## config.mk

```make
export PLATFORM = sky130hd
export DESIGN_NAME = jamma_joy_scanner
export DESIGN_NICKNAME = d
export VERILOG_FILES = /design/src/rtl/jamma_pkg.sv /design/src/rtl/jamma_joy_scanner_bit_debouncer.sv /design/src/rtl/jamma_joy_scanner.sv
export SDC_FILE = /design/constraint.sdc
export NUM_CORES = 1
export LEC_CHECK = 0
export ABC_AREA = 1
export CAP_MARGIN = 20
export CELL_PAD_IN_SITES_DETAIL_PLACEMENT = 0
export CELL_PAD_IN_SITES_GLOBAL_PLACEMENT = 1
export CORE_UTILIZATION = 39
export CTS_CLUSTER_DIAMETER = 120
export DETAILED_ROUTE_END_ITERATION = 16
export GPL_TIMING_DRIVEN = 1
export HOLD_SLACK_MARGIN = 0.05
export MAX_ROUTING_LAYER = met4
export PLACE_DENSITY_LB_ADDON = 0.15
export RECOVER_POWER = 50
export SYNTH_ARGS = -nofsm -noshare
export SYNTH_HDL_FRONTEND = slang
export SYNTH_SLANG_ARGS = --single-unit
```

## constraint.sdc

```tcl
create_clock -name clk -period 1.7 [get_ports clk]
set_clock_uncertainty 0.2 [all_clocks]
set_input_delay 0.17 -clock clk [delete_from_list [all_inputs] [get_ports clk]]
set_output_delay 0.17 -clock clk [all_outputs]
set_load 0.01 [all_outputs]
```

## src/rtl/jamma_pkg.sv

```systemverilog
// Shared types and idle constants for the JAMMA control-edge scanner.
package jamma_pkg;

    typedef enum logic [1:0] {
        S1_SETTLE = 2'd0,
        S1_SAMPLE = 2'd1,
        S2_SETTLE = 2'd2,
        S2_SAMPLE = 2'd3
    } scan_state_e;

    localparam logic [7:0] JOY_IDLE    = 8'hFF;
    localparam logic [1:0] COIN_IDLE   = 2'b11;
    localparam logic [3:0] DEB_CNT_MAX = 4'd15;

endpackage

```

## src/rtl/jamma_joy_scanner_bit_debouncer.sv

```systemverilog
// Single-bit agreement-counter debouncer, updated only when sample_en is high.
module bit_debouncer
    import jamma_pkg::*;
#(
    parameter int DEBOUNCE_LEN = 4
) (
    input  logic clk,
    input  logic reset,
    input  logic sample_en,
    input  logic din,
    output logic dout
);

    localparam logic [3:0] LEN = 4'(DEBOUNCE_LEN);

    logic       last_q, last_d;
    logic [3:0] cnt_q, cnt_d;
    logic       out_q, out_d;

    // Next-state: count agreeing samples, adopt the sample once the count hits LEN
    always_comb begin
        last_d = last_q;
        cnt_d  = cnt_q;
        out_d  = out_q;
        if (sample_en) begin
            if (din == last_q) begin
                if (cnt_q != DEB_CNT_MAX) begin
                    cnt_d = cnt_q + 4'd1;
                end else begin
                    cnt_d = cnt_q;
                end
            end else begin
                cnt_d  = 4'd1;
                last_d = din;
            end
            if (cnt_d == LEN) begin
                out_d = din;
            end else begin
                out_d = out_q;
            end
        end else begin
            out_d = out_q;
        end
    end

    // Debounce state registers
    always_ff @(posedge clk) begin
        if (reset) begin
            last_q <= 1'b1;
            cnt_q  <= 4'd0;
            out_q  <= 1'b1;
        end else begin
            last_q <= last_d;
            cnt_q  <= cnt_d;
            out_q  <= out_d;
        end
    end

    assign dout = out_q;

endmodule

```

## src/rtl/jamma_joy_scanner.sv

```systemverilog
// Time-multiplexed JAMMA bank scanner: drives JSELECT, settles, samples,
// debounces both player banks and coins, and merges the local DB9 joystick.
module jamma_joy_scanner
    import jamma_pkg::*;
#(
    parameter int SETTLE_CYCLES = 8,
    parameter int DEBOUNCE_LEN  = 4
) (
    input  logic       clk,
    input  logic       reset,
    input  logic [7:0] jjoy,
    input  logic [1:0] jcoin,
    input  logic [5:0] local_joy,
    output logic       jselect,
    output logic [7:0] joystick1,
    output logic [7:0] joystick2,
    output logic [1:0] coin,
    output logic       scan_done
);

    localparam logic [7:0] SETTLE_LAST = 8'(SETTLE_CYCLES - 1);

    scan_state_e state_q, state_d;
    logic [7:0]  cnt_q, cnt_d;
    logic        jselect_q, jselect_d;
    logic        scan_done_q, scan_done_d;
    logic [5:0]  sync1_q, sync2_q;
    logic [7:0]  joystick1_q, joystick1_d;
    logic [7:0]  joystick2_q, joystick2_d;
    logic [1:0]  coin_q, coin_d;

    logic        p1_en_s, p2_en_s, coin_en_s;
    logic [7:0]  p1_deb_s, p2_deb_s;
    logic [1:0]  coin_deb_s;

    // Scan FSM next-state; jselect follows the state being entered so it is glitch-free
    always_comb begin
        state_d = state_q;
        cnt_d   = cnt_q;
        case (state_q)
            S1_SETTLE: begin
                if (cnt_q == SETTLE_LAST) begin
                    state_d = S1_SAMPLE;
                    cnt_d   = 8'd0;
                end else begin
                    cnt_d = cnt_q + 8'd1;
                end
            end
            S1_SAMPLE: state_d = S2_SETTLE;
            S2_SETTLE: begin
                if (cnt_q == SETTLE_LAST) begin
                    state_d = S2_SAMPLE;
                    cnt_d   = 8'd0;
                end else begin
                    cnt_d = cnt_q + 8'd1;
                end
            end
            S2_SAMPLE: state_d = S1_SETTLE;
            default: begin
                state_d = S1_SETTLE;
                cnt_d   = 8'd0;
            end
        endcase
        jselect_d   = (state_d == S2_SETTLE) || (state_d == S2_SAMPLE);
        scan_done_d = (state_q == S2_SAMPLE);
        joystick1_d = {p1_deb_s[7:6], p1_deb_s[5:0] & sync2_q};
        joystick2_d = p2_deb_s;
        coin_d      = coin_deb_s;
    end

    assign p1_en_s   = (state_q == S1_SAMPLE);
    assign p2_en_s   = (state_q == S2_SAMPLE);
    assign coin_en_s = p1_en_s | p2_en_s;

    // FSM, synchronizer and output registers
    always_ff @(posedge clk) begin
        if (reset) begin
            state_q     <= S1_SETTLE;
            cnt_q       <= 8'd0;
            jselect_q   <= 1'b0;
            scan_done_q <= 1'b0;
            sync1_q     <= 6'h3F;
            sync2_q     <= 6'h3F;
            joystick1_q <= JOY_IDLE;
            joystick2_q <= JOY_IDLE;
            coin_q      <= COIN_IDLE;
        end else begin
            state_q     <= state_d;
            cnt_q       <= cnt_d;
            jselect_q   <= jselect_d;
            scan_done_q <= scan_done_d;
            sync1_q     <= local_joy;
            sync2_q     <= sync1_q;
            joystick1_q <= joystick1_d;
            joystick2_q <= joystick2_d;
            coin_q      <= coin_d;
        end
    end

    for (genvar i = 0; i < 8; i++) begin : g_bank
        bit_debouncer #(.DEBOUNCE_LEN(DEBOUNCE_LEN)) u_p1 (
            .clk(clk), .reset(reset), .sample_en(p1_en_s), .din(jjoy[i]), .dout(p1_deb_s[i])
        );
        bit_debouncer #(.DEBOUNCE_LEN(DEBOUNCE_LEN)) u_p2 (
            .clk(clk), .reset(reset), .sample_en(p2_en_s), .din(jjoy[i]), .dout(p2_deb_s[i])
        );
    end

    for (genvar i = 0; i < 2; i++) begin : g_coin
        bit_debouncer #(.DEBOUNCE_LEN(DEBOUNCE_LEN)) u_coin (
            .clk(clk), .reset(reset), .sample_en(coin_en_s), .din(jcoin[i]), .dout(coin_deb_s[i])
        );
    end

    assign jselect   = jselect_q;
    assign scan_done = scan_done_q;
    assign joystick1 = joystick1_q;
    assign joystick2 = joystick2_q;
    assign coin      = coin_q;

endmodule
```

# Word-level counts from Yosys, hierarchy flattened
# Cells that the tools add are included.
dict set report word_totals {
  ff_bits 150
  latch_bits 0
  mem_bits_rw 0
  romBits 0
  out_inout_bits 20
  n_memories 0
}
dict set report op_classes {
  n_addsub 19
  n_mul 0
  div 0
  magnitude_cmp 0
  eq_ne 60
  shift 0
  muxes 58
  n_bitwise 20
  n_reduce_logical 39
}
# operator n
set op_table {}
lappend op_table {{4-bit two-way mux} 54}
lappend op_table {{4-bit by 1-bit adder with 4-bit output, second input constant} 18}
lappend op_table {{4-bit by 3-bit equality test with 1-bit output, second input constant} 18}
lappend op_table {{4-bit != test, second input constant} 18}
lappend op_table {{2-bit AND reduction} 36}
lappend op_table {{1-bit equality test} 18}
lappend op_table {{1-bit inverter} 18}
lappend op_table {{8-bit by 1-bit adder with 8-bit output, second input constant} 1}
lappend op_table {{2-bit equality test, second input constant} 4}
lappend op_table {{8-bit by 3-bit equality test with 1-bit output, second input constant} 1}
lappend op_table {{8-bit two-way mux} 1}
lappend op_table {{2-bit case mux with 4 select lines} 1}
lappend op_table {{6-bit AND} 1}
lappend op_table {{2-bit two-way mux} 2}
lappend op_table {{2-bit by 1-bit equality test with 1-bit output, second input constant} 1}
lappend op_table {{2-bit zero test} 1}
lappend op_table {{2-bit OR reduction} 1}
lappend op_table {{1-bit logical OR} 1}
lappend op_table {{1-bit OR} 1}

# Depth between registers and ports, before layout
dict set report logic_depth {
  word_depth 6
  mapped_depth 12
  depth_no_buf 11
}

# By module
# From an unflattened synthesis, not the netlist that was laid out.
dict set report unflattened {
  cells_unflattened 1196
  area_unflattened_um2 7866.3
}
# module n_inst cells_each area_per_inst_um2 seq_area_each_um2
set by_module_without_submodules {}
lappend by_module_without_submodules {bit_debouncer 18 58 359.1 120.1}
lappend by_module_without_submodules {jamma_joy_scanner 1 152 1402.6 820.8}

# Least setup slack after synthesis
# Ideal clock, no wire load.
dict set report synth_timing {
  path_kind {reg-to-reg}
  startpoint {register state_q[1]}
  endpoint {register cnt_q[6]}
  setup_ns 0.128
  arrival_ns 1.333
  required_ns 1.372
  setup_slack_ns 0.039
  path_stages_with_launch 10
  period_less_slack_ns 1.661
  cell_sequence {dfxtp_1 -> inv_1 -> ha_1 -> nor2_1 -> nor2_1 -> nand2_1 -> nor2_1 -> nand2_1 -> xor2_1 -> nor2_1}
}
dict set report synth_between {
  elab_chain_len 2
  word_cells_on_any_way 3
  cone_classes {1 x eq/ne; 2 x reduce/logical}
}
# element line_no
set synth_rtl {}
lappend synth_rtl {{from (decl)} jamma_joy_scanner.sv:23} ;# scan_state_e state_q, state_d;
lappend synth_rtl {{from (signal assigned)} jamma_joy_scanner.sv:88} ;# state_q <= state_d;
lappend synth_rtl {{2-bit equality test or 2-bit zero test (tied branches)} jamma_joy_scanner.sv:40} ;# case (state_q)
lappend synth_rtl {{2-bit OR reduction (no line) *} -}
lappend synth_rtl {{to (signal assigned)} jamma_joy_scanner.sv:89} ;# cnt_q <= cnt_d;
lappend synth_rtl {{to (decl)} jamma_joy_scanner.sv:24} ;# logic [7:0] cnt_q, cnt_d;
# Mark *: on every way between the ends. The rest lies on a longest branch, timed or not.
# A chain may end at the register's enable or synchronous reset.

# Final worst setup path
dict set report layout_timing {
  startpoint {register joystick2_q[0], in the netlist joystick2[0]}
  endpoint {output port joystick2[0]}
}
# element line_no
set layout_lines {}
lappend layout_lines {{from (decl)} jamma_joy_scanner.sv:29} ;# logic [7:0] joystick2_q, joystick2_d;
lappend layout_lines {{from (signal assigned)} jamma_joy_scanner.sv:95} ;# joystick2_q <= joystick2_d;
lappend layout_lines {{to (decl)} jamma_joy_scanner.sv:16} ;# output logic [7:0] joystick2,
# No word-level cell between the ends.

==> flow_summary.ini <==
[critical_path]
worstPathArrival_ns = 1.28
cp-end-kind = output pin
rr_startpoint = state_q[1]
critPathKind = flip-flop to output pin
critPathRequiredTime_ns = 1.33
worstSetupStartpoint = joystick2[0]
max_stage_delay_ns = 0.53
cp_top_family = buffers and inverters
path_buf_inv = 1
cp-start-kind = flip-flop
crit_fanout = 1
crit_slowest_cell = clkdlybuf4s50_1
cp_cell_sequence = clkdlybuf4s50_1

[sta]
hold_violations = 0
slew_headroom = 0.6797
hold_slack_ns = 0.09803
rsz0062_at_grt = yes
tightest_slew_ns = 0.4804
timing.fmax_mhz = 606.2
min_period_over_period = 0.9703
setup_viol = 0
finalCriticalPeriod_ns = 1.649
tns_ns = 0
setup_slack_ns = 0.05051
slew_viol_final = 0

[synthesis]
synth_common_cells = 284 x nand2_1, 149 x dfxtp_1, 128 x inv_1, 107 x nor2_1, 92 x nand3_1
synth_edf_count = 0
synth_fp_nets = 1130
synth_cells = 1089
synth_most_common_cell = nand2_1
ys_warn_count = 0
yosysTopAreaCellShare = 0.4033
synth.avg_cell_area_um2 = 6.791
synth_ff_type = dfxtp_1
synth_area_leader_cell = dfxtp_1
synth_area_leaders = dfxtp_1 40%, nand2_1 14%, inv_1 6.5%
synthDistinctLibCells = 35
syn_area_um2 = 7396
yosysSeqAreaShare = 0.4033
ys_ff_latch = 149
ys_async_sr_fraction = 0

[finish]
seq_area_um2 = 2998
final_area_um2 = 9646
drive_above_1_share = 0.1989
synthToLayoutAreaGrowth_pct = 30.42
nets = 1265
diodes = 0
nFillCells = 1822
multiInputGateArea_um2 = 3920

[run]
maxCapViolCount = 0

[cts]
clockBufferDepth = 2
cts_tree = built
clk_latency_ns = 0.42
clkSlewWorstSetupHoldPaths_ns = 0.06
cts_buffers = 17
clockRootBuffer = clkbuf_16
cts_max_level = 4
clock_sinks = 149

[power]
power.leakage_uw = 0.004262
finalPower_uw = 8108
powerDensity_nw_per_um2 = 840.6
worst_ir_drop_vdd_v = 0.0007272

[drt]
wl_mm = 17.09
dr.pass1.iters = 5
vias_per_cell = 4.748
drc = 0
drt_first_iter_violations = 321
wl_per_cell_um = 11.66
drtAntennaViolNets = 0
vias = 6960

[floorplanning]
coreArea_um2 = 18270
chipWidth_um = 139.7
start_util = 0.4048
rows = 49
die_y_um = 139.7
io_pins = 38
die_area_um2 = 19520

[global_route]
grt_max_degree = 40
grt_pass1_vias = 6440
grt_usage = 0.1890
antenna_found_initial = 0
overflow = 0
grt_pass1_wl_mm = 29.30

[place]
place_area_um2 = 8785
io_buffers = 37
place.gp.congestion = 0.8243
dp_slack_ns = -0.1282
hpwl_mm = 12.11

[worst_hold_path]
hold_path_class = input port to flip-flop
worstHoldStart = local_joy[5]

[outcome]
status = completed
-- power by group --
part | internal (µW) | switching (µW) | total, µW
registers | 3520 | 16.2 | 3540
logic | 149 | 191 | 340
clock network | 2660 | 1570 | 4230
total | 6330 | 1780 | 8110
-- layer usage --
| metal | routed length [µm] | vias to the layer above | track usage |
|---|---|---|---|
| li1 | - | 3796 | - |
| met1 | 8543 | 3085 | 0.2380 |
| met2 | 7965 | 71 | 0.3074 |
| met3 | 421 | 8 | 0.03923 |
| met4 | 157 | 0 | 0.04800 |
| met5 | 0 | - | - |
-- worst paths after layout --
path / cells past startpoint / slack (ns) / to
setup / recovery: 1 / 0.05 / joystick2[0]
hold / removal: 2 / 0.1 / sync1_q[5]
setup reg to reg: 8 / 0.05 / cnt_q[4]
hold reg to reg: 1 / 0.21 / sync2_q[1]
-- cell type report --
type	count	share of cell area
Multi-Input combinational cell	772	0.4064
Tap cell	229	0.02971
Clock inverter	14	0.02335
Inverter	138	0.05552
Clock buffer	18	0.04553
Timing Repair Buffer	146	0.1287
Sequential cell	149	0.3108
-- sequential cells by signal, indices dropped and copies added (netlist names) --
signal and flops:
g_bank.u_p1.cnt_q 32, g_bank.u_p2.cnt_q 32, cnt_q 8, g_bank.u_p1.dout 8, g_bank.u_p1.last_q 8, g_bank.u_p2.dout 8, g_bank.u_p2.last_q 8, g_coin.u_coin.cnt_q 8
joystick1 8, joystick2 8, sync1_q 6, sync2_q 6, coin 2, g_coin.u_coin.dout 2, g_coin.u_coin.last_q 2, state_q 2
scan_done 1
-- per-stage QoR --
step,util,instances
finish,0.5279,1466
global route,0.5279,1466
CTS,0.5184,1466
detailed placement,0.4808,1433
global placement,0.4808,1433
floorplan,-,1089
-- kinds of logic after synthesis --
kind of cell               after synthesis  share of synthesized area
adders and majority gates               23                    0.03891
and+or+nand+nor                        558                     0.3267
AOI/OAI and AO/OA                      185                     0.1335
xor gates and xnor gates                 6                   0.007105
buffers and inverters                  168                    0.09051
DFF                                    149                     0.4033
-- placed cells by master, fill, tap and decap left out, types with 8 or more instances in the layout --
cell,instances
nand2_2,9
buf_4,103
nor2_1,93
ha_1,13
nand3_1,88
or2_2,24
a21oi_1,79
nand4_1,22
dfxtp_1,141
clkdlybuf4s50_1,35
clkbuf_16,17
inv_1,126
inv_2,8
o21ai_0,70
nor2_4,8
nand2_1,280
nor2_2,22
a31oi_1,9
-- repair_timing --
action,CTS,global route
endpoints found under the setup margin,15,27
pin swaps,0,10
endpoints found under the hold margin,9,0
setup buffers,0,1
hold buffers,1,0
gates resized for setup,5,62
(Power assumes the default switching activity.)
